$ cat config.mk
export PLATFORM = sky130hd
export DESIGN_NAME = uart_rx_ip_flat
export DESIGN_NICKNAME = d
export VERILOG_FILES = /design/src/rtl/uart_rx_ip_if.sv /design/src/rtl/uart_rx_ip.sv /design/src/flat_wrapper.sv
export SDC_FILE = /design/constraint.sdc
export NUM_CORES = 1
export LEC_CHECK = 0
export BUFFER_PORTS_ARGS = -buffer_cell sky130_fd_sc_hd__buf_2
export CAP_MARGIN = 0
export CORE_MARGIN = 4
export CORE_UTILIZATION = 55
export DETAILED_ROUTE_END_ITERATION = 16
export PLACE_DENSITY = 0.76
export SYNTH_ARGS = -nofsm -noshare
export SYNTH_HDL_FRONTEND = slang
export SYNTH_SLANG_ARGS = --single-unit
$ cat constraint.sdc
create_clock -name clk -period 3.22 [get_ports clk]
set_input_delay 0.322 -clock clk [delete_from_list [all_inputs] [get_ports clk]]
set_output_delay 0.322 -clock clk [all_outputs]
set_load 0.03 [all_outputs]
$ cat src/rtl/uart_rx_ip_if.sv
// rtl/uart_rx_ip_if.sv - local register bus bundle for the UART receiver peripheral
interface uart_rx_ip_if;
    logic [31:0] waddr;
    logic [31:0] wdata;
    logic        wen;
    logic [3:0]  wstrb;
    logic        wready;
    logic [31:0] raddr;
    logic        ren;
    logic [31:0] rdata;
    logic        rvalid;

    modport master (
        output waddr, wdata, wen, wstrb, raddr, ren,
        input  wready, rdata, rvalid
    );

    modport slave (
        input  waddr, wdata, wen, wstrb, raddr, ren,
        output wready, rdata, rvalid
    );
endinterface

$ cat src/rtl/uart_rx_ip.sv
// rtl/uart_rx_ip.sv - 8N1 UART receiver with byte FIFO and register interface
module uart_rx_ip #(
    parameter int CLK_FREQ   = 30000000,
    parameter int BAUD       = 115200,
    parameter int FIFO_DEPTH = 8
) (
    input  logic          clk,
    input  logic          reset_n,
    input  logic          i_uart_rx,
    uart_rx_ip_if.slave   bus
);
    localparam int              AW       = $clog2(FIFO_DEPTH);
    localparam logic [15:0]     DIV_RST  = 16'(CLK_FREQ / BAUD);
    localparam logic [AW:0]     FULL_CNT = (AW+1)'(FIFO_DEPTH);

    typedef enum logic [1:0] {IDLE, START, DATA, STOP} state_t;

    state_t      state_q, state_d;
    logic [15:0] cnt_q, cnt_d;
    logic [2:0]  idx_q, idx_d;
    logic [7:0]  shreg_q, shreg_d;
    logic        s1_q, s2_q, s3_q;
    logic [1:0]  warm_q;
    logic        armed_q;
    logic        enable_q, overrun_q, frame_err_q;
    logic [15:0] div_q;
    logic [7:0]  mem [FIFO_DEPTH];
    logic [AW-1:0] wptr_q, rptr_q;
    logic [AW:0] count_q;
    logic [31:0] rdata_q, rd_mux;
    logic        rvalid_q;
    logic        push, pop, ovr_set, ferr_set, full, not_empty, fall, expire, rx;
    logic [15:0] div_eff, half;
    logic        w_stat, w_ctrl, w_div;
    logic        unused_ok;

    assign rx        = s2_q;
    // Arming waits for the synchronizer to flush after reset and see a real high level,
    // so a line still low at reset release is not taken as a start edge.
    assign fall      = armed_q & s3_q & ~s2_q;
    assign div_eff   = (div_q < 16'd4) ? 16'd4 : div_q;
    assign half      = ((div_eff >> 1) == 16'd0) ? 16'd1 : (div_eff >> 1);
    assign expire    = (cnt_q == 16'd1);
    assign full      = (count_q == FULL_CNT);
    assign not_empty = (count_q != '0);
    assign pop       = bus.ren & (bus.raddr[3:2] == 2'd0) & not_empty;

    assign w_stat = bus.wen & (bus.waddr[3:2] == 2'd1) & bus.wstrb[0];
    assign w_ctrl = bus.wen & (bus.waddr[3:2] == 2'd2) & bus.wstrb[0];
    assign w_div  = bus.wen & (bus.waddr[3:2] == 2'd3);

    assign bus.wready = bus.wen;
    assign bus.rdata  = rdata_q;
    assign bus.rvalid = rvalid_q;

    assign unused_ok = ^{bus.waddr[31:4], bus.waddr[1:0], bus.raddr[31:4], bus.raddr[1:0],
                         bus.wdata[31:16], bus.wstrb[3:2]};

    always_ff @(posedge clk or negedge reset_n) begin
        if (!reset_n) begin
            s1_q    <= 1'b1;
            s2_q    <= 1'b1;
            s3_q    <= 1'b1;
            warm_q  <= 2'b00;
            armed_q <= 1'b0;
        end else begin
            s1_q    <= i_uart_rx;
            s2_q    <= s1_q;
            s3_q    <= s2_q;
            warm_q  <= {warm_q[0], 1'b1};
            armed_q <= armed_q | (warm_q[1] & s2_q);
        end
    end

    always_ff @(posedge clk or negedge reset_n) begin
        if (!reset_n) begin
            state_q <= IDLE;
            cnt_q   <= 16'd0;
            idx_q   <= 3'd0;
            shreg_q <= 8'd0;
        end else begin
            state_q <= state_d;
            cnt_q   <= cnt_d;
            idx_q   <= idx_d;
            shreg_q <= shreg_d;
        end
    end

    always_comb begin
        state_d  = state_q;
        cnt_d    = cnt_q;
        idx_d    = idx_q;
        shreg_d  = shreg_q;
        push     = 1'b0;
        ovr_set  = 1'b0;
        ferr_set = 1'b0;
        if (!enable_q) begin
            state_d = IDLE;
        end else begin
            case (state_q)
                IDLE: begin
                    if (fall) begin
                        state_d = START;
                        cnt_d   = half;
                    end
                end
                START: begin
                    if (expire) begin
                        if (!rx) begin
                            state_d = DATA;
                            cnt_d   = div_eff;
                            idx_d   = 3'd0;
                        end else begin
                            state_d = IDLE;
                        end
                    end else begin
                        cnt_d = cnt_q - 16'd1;
                    end
                end
                DATA: begin
                    if (expire) begin
                        shreg_d = {rx, shreg_q[7:1]};
                        cnt_d   = div_eff;
                        if (idx_q == 3'd7) state_d = STOP;
                        else               idx_d   = idx_q + 3'd1;
                    end else begin
                        cnt_d = cnt_q - 16'd1;
                    end
                end
                STOP: begin
                    if (expire) begin
                        state_d = IDLE;
                        if (!rx)                ferr_set = 1'b1;
                        else if (!full || pop)  push     = 1'b1;
                        else                    ovr_set  = 1'b1;
                    end else begin
                        cnt_d = cnt_q - 16'd1;
                    end
                end
                default: state_d = IDLE;
            endcase
        end
    end

    always_ff @(posedge clk) begin
        if (push) mem[wptr_q] <= shreg_q;
    end

    always_ff @(posedge clk or negedge reset_n) begin
        if (!reset_n) begin
            wptr_q  <= '0;
            rptr_q  <= '0;
            count_q <= '0;
        end else begin
            if (push) wptr_q <= wptr_q + 1'b1;
            if (pop)  rptr_q <= rptr_q + 1'b1;
            if (push && !pop)      count_q <= count_q + 1'b1;
            else if (pop && !push) count_q <= count_q - 1'b1;
        end
    end

    // Hardware set is OR-ed after the clear so a same-cycle set wins.
    always_ff @(posedge clk or negedge reset_n) begin
        if (!reset_n) begin
            overrun_q   <= 1'b0;
            frame_err_q <= 1'b0;
            enable_q    <= 1'b1;
            div_q       <= DIV_RST;
        end else begin
            overrun_q   <= (overrun_q   & ~(w_stat & bus.wdata[2])) | ovr_set;
            frame_err_q <= (frame_err_q & ~(w_stat & bus.wdata[3])) | ferr_set;
            if (w_ctrl) enable_q <= bus.wdata[0];
            if (w_div && bus.wstrb[0]) div_q[7:0]  <= bus.wdata[7:0];
            if (w_div && bus.wstrb[1]) div_q[15:8] <= bus.wdata[15:8];
        end
    end

    always_comb begin
        rd_mux = 32'd0;
        case (bus.raddr[3:2])
            2'd0: rd_mux = not_empty ? {24'd0, mem[rptr_q]} : 32'd0;
            2'd1: rd_mux = {28'd0, frame_err_q, overrun_q, full, not_empty};
            2'd2: rd_mux = {31'd0, enable_q};
            2'd3: rd_mux = {16'd0, div_q};
            default: rd_mux = 32'd0;
        endcase
    end

    always_ff @(posedge clk or negedge reset_n) begin
        if (!reset_n) begin
            rdata_q  <= 32'd0;
            rvalid_q <= 1'b0;
        end else begin
            rvalid_q <= bus.ren;
            if (bus.ren) rdata_q <= rd_mux;
        end
    end
endmodule

$ cat src/flat_wrapper.sv
// flat-port wrapper written by rule: the top's interface ports become plain ports
module uart_rx_ip_flat 
#(
    parameter int CLK_FREQ   = 30000000,
    parameter int BAUD       = 115200,
    parameter int FIFO_DEPTH = 8
)
  (clk, reset_n, i_uart_rx, bus_waddr, bus_wdata, bus_wen, bus_wstrb, bus_raddr, bus_ren, bus_wready, bus_rdata, bus_rvalid);
  uart_rx_ip_if bus_i ();
  input  logic clk;
  input  logic reset_n;
  input  logic i_uart_rx;
  input wire logic [$bits(bus_i.waddr)-1:0] bus_waddr;
  input wire logic [$bits(bus_i.wdata)-1:0] bus_wdata;
  input wire logic [$bits(bus_i.wen)-1:0] bus_wen;
  input wire logic [$bits(bus_i.wstrb)-1:0] bus_wstrb;
  input wire logic [$bits(bus_i.raddr)-1:0] bus_raddr;
  input wire logic [$bits(bus_i.ren)-1:0] bus_ren;
  output wire logic [$bits(bus_i.wready)-1:0] bus_wready;
  output wire logic [$bits(bus_i.rdata)-1:0] bus_rdata;
  output wire logic [$bits(bus_i.rvalid)-1:0] bus_rvalid;
  assign bus_i.waddr = bus_waddr;
  assign bus_i.wdata = bus_wdata;
  assign bus_i.wen = bus_wen;
  assign bus_i.wstrb = bus_wstrb;
  assign bus_i.raddr = bus_raddr;
  assign bus_i.ren = bus_ren;
  assign bus_wready = bus_i.wready;
  assign bus_rdata = bus_i.rdata;
  assign bus_rvalid = bus_i.rvalid;
  uart_rx_ip #(.CLK_FREQ(CLK_FREQ), .BAUD(BAUD), .FIFO_DEPTH(FIFO_DEPTH)) u_core (.clk(clk), .reset_n(reset_n), .i_uart_rx(i_uart_rx), .bus(bus_i));
endmodule
==> results of run 1 <==
power groups by stage:
stage                     Sequential [mW]  Clock (mW)  Combinational (mW)
after CTS                            2.56        1.93                1.38
after global routing                 2.60        2.02                1.52
after floorplan                      2.44           0                1.16
after global placement               2.58           0                1.31
final                                2.56        1.90                1.38
after detailed placement             2.59           0                1.37
cell usage in the layout, fill, tap and decap left out, types with 9 or more instances in the layout:
master / count
sky130_fd_sc_hd__clkbuf_16: 18
sky130_fd_sc_hd__nor2_1: 27
sky130_fd_sc_hd__mux2_2: 24
sky130_fd_sc_hd__a21oi_1: 20
sky130_fd_sc_hd__mux2_1: 10
sky130_fd_sc_hd__ha_1: 14
sky130_fd_sc_hd__mux2i_1: 17
sky130_fd_sc_hd__o21ai_0: 10
sky130_fd_sc_hd__dfrtp_1: 75
sky130_fd_sc_hd__inv_1: 17
sky130_fd_sc_hd__o22ai_1: 9
sky130_fd_sc_hd__edfxtp_1: 64
sky130_fd_sc_hd__conb_1: 17
sky130_fd_sc_hd__nand2_1: 33
sky130_fd_sc_hd__buf_4: 16
sky130_fd_sc_hd__buf_2: 43
sky130_fd_sc_hd__mux4_2: 16
sky130_fd_sc_hd__xnor2_1: 11
layout make-up:
class                      instances  area share (%)
timing repair buffer              60            4.35
inverter                          17           0.804
clock buffer                      20            6.02
clock inverter                    12            1.36
tap                              168            2.65
multi-input combinational        345            35.0
sequential                       145            49.9
timing repair:
action | 4_1_cts | 5_1_grt
endpoints found under the hold margin | 1 | 0
setup endpoints to repair | 0 | 1
resized for setup | 0 | 1
hold buffers | 1 | 0
sequential cells by signal (all words and copies together) (netlist names):
signal              flops
u_core.enable_q         1
u_core.state_q          2
u_core.rptr_q           3
u_core.armed_q          1
u_core.warm_q           2
u_core.idx_q            3
u_core.div_q           16
u_core.shreg_q          8
u_core.count_q          4
u_core.bus.rvalid       1
u_core.mem             64
u_core.wptr_q           3
u_core.s3_q             1
u_core.rx               1
u_core.s1_q             1
u_core.bus.rdata       16
u_core.overrun_q        1
u_core.frame_err_q      1
u_core.cnt_q           16
stage by stage:
| stage | hold WS, ns | cells |
|---|---|---|
| finish | 0.0924 | 767 |
| global route | 0.131 | 767 |
| CTS | 0.121 | 767 |
| detailed placement | 0.340 | 734 |
| global placement | 0.332 | 734 |
| floorplan | 0.0264 | 552 |
worst paths after layout:
path,end,slack (ns)
max,u_core.count_q[3],0.28
min,u_core.idx_q[2],0.09
max reg2reg,u_core.count_q[3],0.28
min reg2reg,u_core.warm_q[1],0.36
max in group asynchronous,u_core.bus.rdata[10],2.47
min in group clk,u_core.div_q[14],0.14
worst reg2reg max path: stages (launching register included):
cell                      delay [ns]
sky130_fd_sc_hd__dfrtp_1        0.39
sky130_fd_sc_hd__inv_1          0.12
sky130_fd_sc_hd__ha_1           0.18
sky130_fd_sc_hd__nor4b_2        0.25
sky130_fd_sc_hd__and4_1         0.33
sky130_fd_sc_hd__nand4_4        0.17
sky130_fd_sc_hd__nor2_2         0.14
sky130_fd_sc_hd__ha_1           0.19
sky130_fd_sc_hd__inv_1          0.09
sky130_fd_sc_hd__ha_1           0.27
sky130_fd_sc_hd__a21o_1         0.17
sky130_fd_sc_hd__a21oi_1        0.18
sky130_fd_sc_hd__xnor2_1        0.14
sky130_fd_sc_hd__nor2_1         0.06
sky130_fd_sc_hd__xor2_1         0.14
routing by layer:
layer / vias to the layer above / global-route usage [%] / routed length [um]
met5: - / 0 / 0
met4: 0 / 9.14 / 371
met3: 21 / 4.82 / 577
met2: 130 / 37.8 / 7970
met1: 2246 / 26.5 / 6030
li1: 2073 / - / -
kinds of logic (layout without fill, tap and decap cells):
family | after synthesis | in the layout | synth area share (%)
compound gates | 87 | 87 | 8.57
xor+xnor | 17 | 17 | 2.13
mux | 67 | 67 | 13.1
buf+inv | 62 | 109 | 4.63
simple gates | 142 | 142 | 12.1
other cells | 2 | 17 | 0.107
fa+ha+maj | 15 | 15 | 2.79
flops | 145 | 145 | 56.6
==> results.cfg, run 1 <==
[run_status]
outcome = complete, no violations

[timing]
tightest_slew_ns = 1.04
setup_slack_ns = 0.285
drv_slew = 0
hold_viol_final = 0
portion_of_the_clock_cycle_consumed_by_the_worst_path_in_the_final_layout_pct = 91.2
setup_viol_count_final = 0
max_clock_freq_mhz = 341
max_slew_margin_pct = 30.3
final_period_minus_worst_setup_slack_ns = 2.94
skew_ns = 0.00910
grt_setup_unrepaired = no
timing.setup.tns_ns = 0

[floorplanning]
design.core.area_mm2 = 0.0122
dieHeight_um = 121
design.die.area_mm2 = 0.0146
placementRows = 40
num_io_pins = 139
start_util_pct = 57.3
floorplan.die.width_um = 121

[clock_network]
clock_sink_count = 145
ctsRootBufferMaster = sky130_fd_sc_hd__clkbuf_16
cts_tree = yes
max-clock-path-buffers = 2
tritoncts_buffer_count = 17
level_count_of_the_clock_h_tree = 4
worst_skew_pair.late_latency_ns = 0.42
post_cts.repair.setup_buffers = 0
path_clk_slew_ns = 0.06

[cells_and_area]
final.fill_count = 899
finish.instance_area_mm2 = 0.00794
num_antenna_cells = 0
area_growth_pct = 13.5
reg_area_mm2 = 0.00396
design.final.nets = 706
final_core_area_utilization_pct = 65.0
layout-drive-gt1-share_pct = 26.2
multi_input_area_mm2 = 0.00277

[worst_setup_path]
r2r_cells = 14
r2r-start = u_core.cnt_q[1]
critical_path.most_common_cell = sky130_fd_sc_hd__ha_1
criticalPathCategory = register to register
critical_path_required_ns = 3.52
crit_path_cell_trace = inv_1 -> ha_1 -> nor4b_2 -> and4_1 -> nand4_4 -> nor2_2 -> ha_1 -> inv_1 -> ha_1 -> a21o_1 -> a21oi_1 -> xnor2_1 -> nor2_1 -> xor2_1
timing.critical_path.slowest_stage_cell = sky130_fd_sc_hd__dfrtp_1
critPathLaunchType = register
worstSetupPathDepth = 14
critical_path.max_stage_delay_ns = 0.39
worstPathBufferInverterCount = 2
crit_start = u_core.cnt_q[1]
critPathArrivalTime_ns = 3.24
critical_path.max_fanout = 4
endpoint_type_of_the_worst_setup_path = register
gate_family_responsible_for_the_most_delay_along_the_worst_path = simple AND/OR/NAND/NOR gates

[synthesis]
postSynthAreaPerCell_um2 = 13.0
postSynthRegisterBits = 145
post_synth_num_cell_types = 71
synth_top_cell_area_share_pct = 27.5
netlist_top_cells_count = sky130_fd_sc_hd__dfrtp_1, sky130_fd_sc_hd__edfxtp_1, sky130_fd_sc_hd__nand2_1, sky130_fd_sc_hd__nor2_1, sky130_fd_sc_hd__mux2_2
synth_edf_count = 64
most_used_flip_flop_cell_after_synthesis = sky130_fd_sc_hd__dfrtp_1
netlist_instances = 537
synth.area.top_cells = sky130_fd_sc_hd__edfxtp_1, sky130_fd_sc_hd__dfrtp_1, sky130_fd_sc_hd__mux4_2, sky130_fd_sc_hd__mux2_2, sky130_fd_sc_hd__ha_1
synth_top_area_cell = sky130_fd_sc_hd__edfxtp_1
mappedNetlistArea_mm2 = 0.00699
synth_async_sr_flop_share_pct = 55.9
synth-warning-count = 0
post-synth-top-count-cell = sky130_fd_sc_hd__dfrtp_1
share_of_synthesized_area_occupied_by_flip_flops_and_latches_pct = 56.6

[placement]
placement.io_buffers = 44
routabilityCongestion = 0.847
detailedPlace.worstSlack_ns = 0.171
final_hpwl_from_detailed_placement_um = 10100
dpl-instance-area_mm2 = 0.00733

[pwr]
clockPowerShare_pct = 32.5
p_int_mw = 3.91
share_comb_of_total_power_pct = 23.6
worst_ir_drop_vdd_v = 0.000648
cellLeakagePower_nw = 3.18
netSwitchingPower_mw = 1.93
powerDensity_mw_per_mm2 = 736
switching_share_pct = 33.0
sequentialPowerShare_pct = 43.8
finalPower_mw = 5.84

[detailed_routing]
route.detailed.wl_per_inst_um = 19.5
drt_first_iter_violations = 324
postRouteAntennaNets = 0
drt-total-wl_um = 14900
via_per_inst = 5.83
route.vias.total = 4470
first_pass_iteration_count_of_the_detailed_router = 5
route.detailed.drc = 0

[global_routing]
global_route.overflow_total = 0
grt_use_total_pct = 21.9
grt_max_degree = 82
antenna_violations_before_repair = 0
vias_in_the_first_global_route = 4541
grt_first_pass_wirelength_um = 24100

[flow_run]
max_cap_violations = 0

[hold_path]
hp-class = input pin to asynchronous set/reset pin
Note: power is estimated with default switching activity, not from simulation.
==> run 2, diff against run 1 <==
- CTS_BUF_LIST: unset -> sky130_fd_sc_hd__clkbuf_8 sky130_fd_sc_hd__clkbuf_16
- MAX_ROUTING_LAYER: unset -> met4
==> results.cfg, run 2 (synthesis gave the netlist of run 1 again) <==
[clock_network]
worst_skew_pair.late_latency_ns = 0.42
level_count_of_the_clock_h_tree = 4
clock_sink_count = 145
ctsRootBufferMaster = sky130_fd_sc_hd__clkbuf_16
cts_tree = yes
max-clock-path-buffers = 2
tritoncts_buffer_count = 17
path_clk_slew_ns = 0.06

[pwr]
powerDensity_mw_per_mm2 = 737
finalPower_mw = 5.85
share_comb_of_total_power_pct = 23.6
sequentialPowerShare_pct = 43.8
cellLeakagePower_nw = 3.18
p_int_mw = 3.92
switching_share_pct = 33.0
worst_ir_drop_vdd_v = 0.000649
clockPowerShare_pct = 32.6
netSwitchingPower_mw = 1.93

[detailed_routing]
drt-total-wl_um = 15000
via_per_inst = 5.84
route.vias.total = 4477
postRouteAntennaNets = 0
first_pass_iteration_count_of_the_detailed_router = 6
route.detailed.wl_per_inst_um = 19.5
drt_first_iter_violations = 321
route.detailed.drc = 0

[timing]
hold_viol_final = 0
portion_of_the_clock_cycle_consumed_by_the_worst_path_in_the_final_layout_pct = 91.2
skew_ns = 0.00734
timing.setup.tns_ns = 0
final_period_minus_worst_setup_slack_ns = 2.94
max_clock_freq_mhz = 341
drv_slew = 0
tightest_slew_ns = 1.05
setup_viol_count_final = 0
grt_setup_unrepaired = no
max_slew_margin_pct = 29.9

[placement]
placement.io_buffers = 44
routabilityCongestion = 0.860
final_hpwl_from_detailed_placement_um = 10100

[worst_setup_path]
crit_start = u_core.cnt_q[1]
r2r-start = u_core.cnt_q[1]
r2r_cells = 14
critical_path.max_fanout = 4
setup.reg_to_reg.worst_slack_ns = 0.28
regToRegEndpoint = u_core.count_q[3]
critical_path_required_ns = 3.52
endpoint_type_of_the_worst_setup_path = register
cp-endpoint = u_core.count_q[3]
criticalPathCategory = register to register
critPathArrivalTime_ns = 3.24
critPathLaunchType = register

[global_routing]
grt_max_degree = 82
grt_use_total_pct = 22.5
vias_in_the_first_global_route = 4519
antenna_violations_before_repair = 0
global_route.overflow_total = 0
grt_first_pass_wirelength_um = 24200

[floorplanning]
dieHeight_um = 121
placementRows = 40
design.core.area_mm2 = 0.0122
floorplan.die.width_um = 121
design.die.area_mm2 = 0.0146
num_io_pins = 139
start_util_pct = 57.3

[cells_and_area]
commonest_cells_after_routing_fill_and_taps_aside = sky130_fd_sc_hd__dfrtp_1, sky130_fd_sc_hd__edfxtp_1, sky130_fd_sc_hd__buf_2, sky130_fd_sc_hd__nand2_1, sky130_fd_sc_hd__nor2_1
most_common_cell_after_layout_fill_and_taps_aside = sky130_fd_sc_hd__dfrtp_1
largest_reg_flops = 64
max_flop_register = u_core.mem
final_core_area_utilization_pct = 65.0
layout-drive-gt1-share_pct = 26.2
design.final.nets = 706
area_growth_pct = 13.5
num_antenna_cells = 0

[run_status]
outcome = complete, no violations

[hold_path]
hp-class = input pin to asynchronous set/reset pin

[flow_run]
max_cap_violations = 0
==> run 2: cell counts in the layout (fill, tap and decap cells not counted) <==
No cell type changed its count.
==> run 2: worst min-delay path by stage <==
| stage | startpoint | end | slack, ns | cells past startpoint |
|---|---|---|---|---|
| 3_5_place_dp | u_core.warm_q[0] | u_core.warm_q[1] | 0.34 | 0 |
| 3_3_place_gp | u_core.warm_q[0] | u_core.warm_q[1] | 0.33 | 0 |
| 2_1_floorplan | reset_n | u_core.armed_q | 0.03 | 0 |
| 5_1_grt | bus_wdata[9] | u_core.div_q[9] | 0.13 | 2 |
| 6_report | reset_n | u_core.idx_q[0] | 0.1 | 1 |
| 4_1_cts | reset_n | u_core.idx_q[1] | 0.12 | 1 |
==> run 2: critical path, cell delays in order, from the launching register on <==
cell	delay [ns]
sky130_fd_sc_hd__dfrtp_1	0.39
sky130_fd_sc_hd__inv_1	0.12
sky130_fd_sc_hd__ha_1	0.18
sky130_fd_sc_hd__nor4b_2	0.25
sky130_fd_sc_hd__and4_1	0.33
sky130_fd_sc_hd__nand4_4	0.17
sky130_fd_sc_hd__nor2_2	0.14
sky130_fd_sc_hd__ha_1	0.19
sky130_fd_sc_hd__inv_1	0.09
sky130_fd_sc_hd__ha_1	0.27
sky130_fd_sc_hd__a21o_1	0.17
sky130_fd_sc_hd__a21oi_1	0.18
sky130_fd_sc_hd__xnor2_1	0.14
sky130_fd_sc_hd__nor2_1	0.07
sky130_fd_sc_hd__xor2_1	0.14
==> run 2: layout make-up <==
| cell class | instances | area (um^2) |
|---|---|---|
| Timing Repair Buffer | 60 | 345 |
| Multi-Input combinational cell | 345 | 2770 |
| Clock buffer | 20 | 478 |
| Clock inverter | 12 | 108 |
| Fill cell | 899 | 4280 |
| Inverter | 17 | 63.8 |
| Sequential cell | 145 | 3960 |
| Tap cell | 168 | 210 |
==> run 2: what timing repair did <==
| item | CTS | global route |
|---|---|---|
| setup endpoints to repair | 0 | 1 |
| resized for setup | 0 | 1 |
| setup buffers | 0 | 0 |
| endpoints found under the hold margin | 1 | 0 |
| hold buffers | 1 | 0 |
==> run 2: per-stage QoR <==
stage | instances | setup WS (ns) | hold WS [ns] | cell area, um^2
after CTS | 767 | 0.157 | 0.121 | 7930
after global routing | 767 | 0.0888 | 0.131 | 7940
after detailed placement | 734 | 0.171 | 0.340 | 7330
after floorplan | 552 | 0.287 | 0.0264 | 7050
final | 767 | 0.283 | 0.0951 | 7940
after global placement | 734 | 0.237 | 0.332 | 7330
==> run 2: power by group through the flow <==
| stage | Clock, mW | Combinational (mW) | Sequential [mW] |
|---|---|---|---|
| global route | 2.03 | 1.52 | 2.60 |
| detailed placement | 0 | 1.37 | 2.59 |
| CTS | 1.93 | 1.38 | 2.56 |
| finish | 1.90 | 1.38 | 2.56 |
| floorplan | 0 | 1.16 | 2.44 |
| global placement | 0 | 1.31 | 2.58 |
==> run 2: routing by layer <==
metal | global-route usage (%) | up-vias | part of all wire [%]
met2 | 37.5 | 140 | 53
met1 | 26.7 | 2236 | 40
met3 | 4.82 | 32 | 4.8
li1 | - | 2069 | -
met4 | 9.14 | 0 | 3.0
met5 | - | - | 0
==> run 3, diff against run 2 <==
--- a/config.mk
+++ b/config.mk
@@ -15,2 +15,3 @@
 export PLACE_DENSITY = 0.76
+export SLEW_MARGIN = 0
 export SYNTH_ARGS = -nofsm -noshare
==> constraint.sdc (replaced) <==
create_clock -name clk -period 3.22 [get_ports clk]
set_input_delay 0.161 -clock clk [delete_from_list [all_inputs] [get_ports clk]]
set_output_delay 0.161 -clock clk [all_outputs]
set_load 0.03 [all_outputs]
==> results.cfg, run 3 (synthesis gave the netlist of run 1 again) <==
[detailed_routing]
route.detailed.wl_per_inst_um = 19.8
first_pass_iteration_count_of_the_detailed_router = 5
route.detailed.drc = 0
postRouteAntennaNets = 0
drt_first_iter_violations = 299
via_per_inst = 5.87
drt-total-wl_um = 15500
route.vias.total = 4587

[cells_and_area]
commonest_cells_after_routing_fill_and_taps_aside = sky130_fd_sc_hd__dfrtp_1, sky130_fd_sc_hd__edfxtp_1, sky130_fd_sc_hd__buf_2, sky130_fd_sc_hd__nand2_1, sky130_fd_sc_hd__nor2_1
max_flop_register = u_core.mem
final_core_area_utilization_pct = 66.2
final.fill_count = 877
area_growth_pct = 15.6
finalNonFillerCells = 782
layout-drive-gt1-share_pct = 25.6
multi_input_area_mm2 = 0.00277
reg_area_mm2 = 0.00396
most_common_cell_after_layout_fill_and_taps_aside = sky130_fd_sc_hd__dfrtp_1
design.final.nets = 721
largest_reg_flops = 64
num_antenna_cells = 0

[worst_setup_path]
critical_path.max_fanout = 4
critical_path_required_ns = 3.52
worstPathBufferInverterCount = 2
critPathLaunchType = register
critical_path.most_common_cell = sky130_fd_sc_hd__ha_1
critical_path.max_stage_delay_ns = 0.39
gate_family_responsible_for_the_most_delay_along_the_worst_path = simple AND/OR/NAND/NOR gates
crit_path_cell_trace = inv_1 -> ha_1 -> nor4b_2 -> and4_1 -> nand4_4 -> nor2_2 -> ha_1 -> inv_1 -> ha_1 -> a21o_1 -> a21oi_1 -> xnor2_1 -> nor2_1 -> xor2_1
endpoint_type_of_the_worst_setup_path = register
criticalPathCategory = register to register
critPathArrivalTime_ns = 3.24
timing.critical_path.slowest_stage_cell = sky130_fd_sc_hd__dfrtp_1

[timing]
portion_of_the_clock_cycle_consumed_by_the_worst_path_in_the_final_layout_pct = 91.3
grt_setup_unrepaired = no
tightest_slew_ns = 1.05
max_clock_freq_mhz = 340
drv_slew = 0
timing.setup.tns_ns = 0
max_slew_margin_pct = 29.5
hold_viol_final = 0
setup_viol_count_final = 0
skew_ns = 0.00918
timing.hold.ws_ns = 0.0265
final_period_minus_worst_setup_slack_ns = 2.94

[global_routing]
vias_in_the_first_global_route = 4650
global_route.overflow_total = 0
antenna_violations_before_repair = 0
grt_use_total_pct = 23.1
grt_first_pass_wirelength_um = 24700
grt_max_degree = 82

[floorplanning]
dieHeight_um = 121
floorplan.die.width_um = 121
design.die.area_mm2 = 0.0146
start_util_pct = 57.3
design.core.area_mm2 = 0.0122
placementRows = 40
num_io_pins = 139

[clock_network]
worst_skew_pair.late_latency_ns = 0.42
path_clk_slew_ns = 0.06
clock_sink_count = 145
ctsRootBufferMaster = sky130_fd_sc_hd__clkbuf_16
tritoncts_buffer_count = 17
max-clock-path-buffers = 2
cts_tree = yes
level_count_of_the_clock_h_tree = 4

[run_status]
outcome = complete, no violations

[placement]
routabilityCongestion = 0.860
placement.io_buffers = 44
final_hpwl_from_detailed_placement_um = 10100
dp_cells = 734

[flow_run]
max_cap_violations = 0

[pwr]
worst_ir_drop_vdd_v = 0.000651
cellLeakagePower_nw = 3.25
powerDensity_mw_per_mm2 = 727
finalPower_mw = 5.87

[hold_path]
hp-class = input pin to register
-- run 3: changes by cell type in the layout (fill, tap and decap cells not counted), sizes merged --
cell	before	now
dlygate4sd3	1	16
-- run 3: path summary, 6_finish.rpt --
check	end	cells after the start	slack (ns)	start
max reg2reg	u_core.count_q[3]	14	0.28	u_core.cnt_q[1]
min	u_core.div_q[4]	2	0.03	bus_wdata[4]
max	u_core.count_q[3]	14	0.28	u_core.cnt_q[1]
min reg2reg	u_core.warm_q[1]	0	0.36	u_core.warm_q[0]
min in group asynchronous	u_core.idx_q[0]	2	0.49	reset_n
max in group asynchronous	u_core.div_q[11]	2	2.08	reset_n
-- run 3: area by class of cell --
| cell class | count | share of cell area [%] |
|---|---|---|
| flip-flops and latches | 145 | 48.9 |
| clock buffers | 20 | 5.91 |
| inverters | 17 | 0.789 |
| repair buffers | 75 | 6.13 |
| multi-input cells | 345 | 34.3 |
| clock inverters | 12 | 1.33 |
| well taps | 168 | 2.60 |
-- run 3: what timing repair did --
item                                   4_1_cts  5_1_grt
setup endpoints to repair                    0        1
gates resized for setup                      0        1
endpoints found under the hold margin       90        0
hold buffers                                16        0
setup buffers                                0        0
-- run 3: power breakdown --
part	switching (mW)	leakage (nW)	internal, mW	total (mW)
clock	0.807	0.286	1.10	1.91
combinational	0.726	1.39	0.675	1.40
sequential	0.415	1.57	2.15	2.56
total	1.95	3.25	3.93	5.87
-- run 3: through the flow --
stage / worst slack [ns] / cell area [um^2]
CTS: 0.157 / 8080
floorplan: 0.287 / 7050
finish: 0.281 / 8090
global route: 0.0888 / 8090
global placement: 0.237 / 7330
detailed placement: 0.171 / 7330
-- run 3: per-layer routing --
layer / vias up / track usage, % / wire length (um) / part of all wire, %
li1: 2096 / - / - / -
met1: 2318 / 26.9 / 6100 / 39
met4: 0 / 10.8 / 522 / 3.4
met3: 35 / 4.86 / 648 / 4.2
met5: - / - / 0 / 0
met2: 138 / 38.5 / 8180 / 53
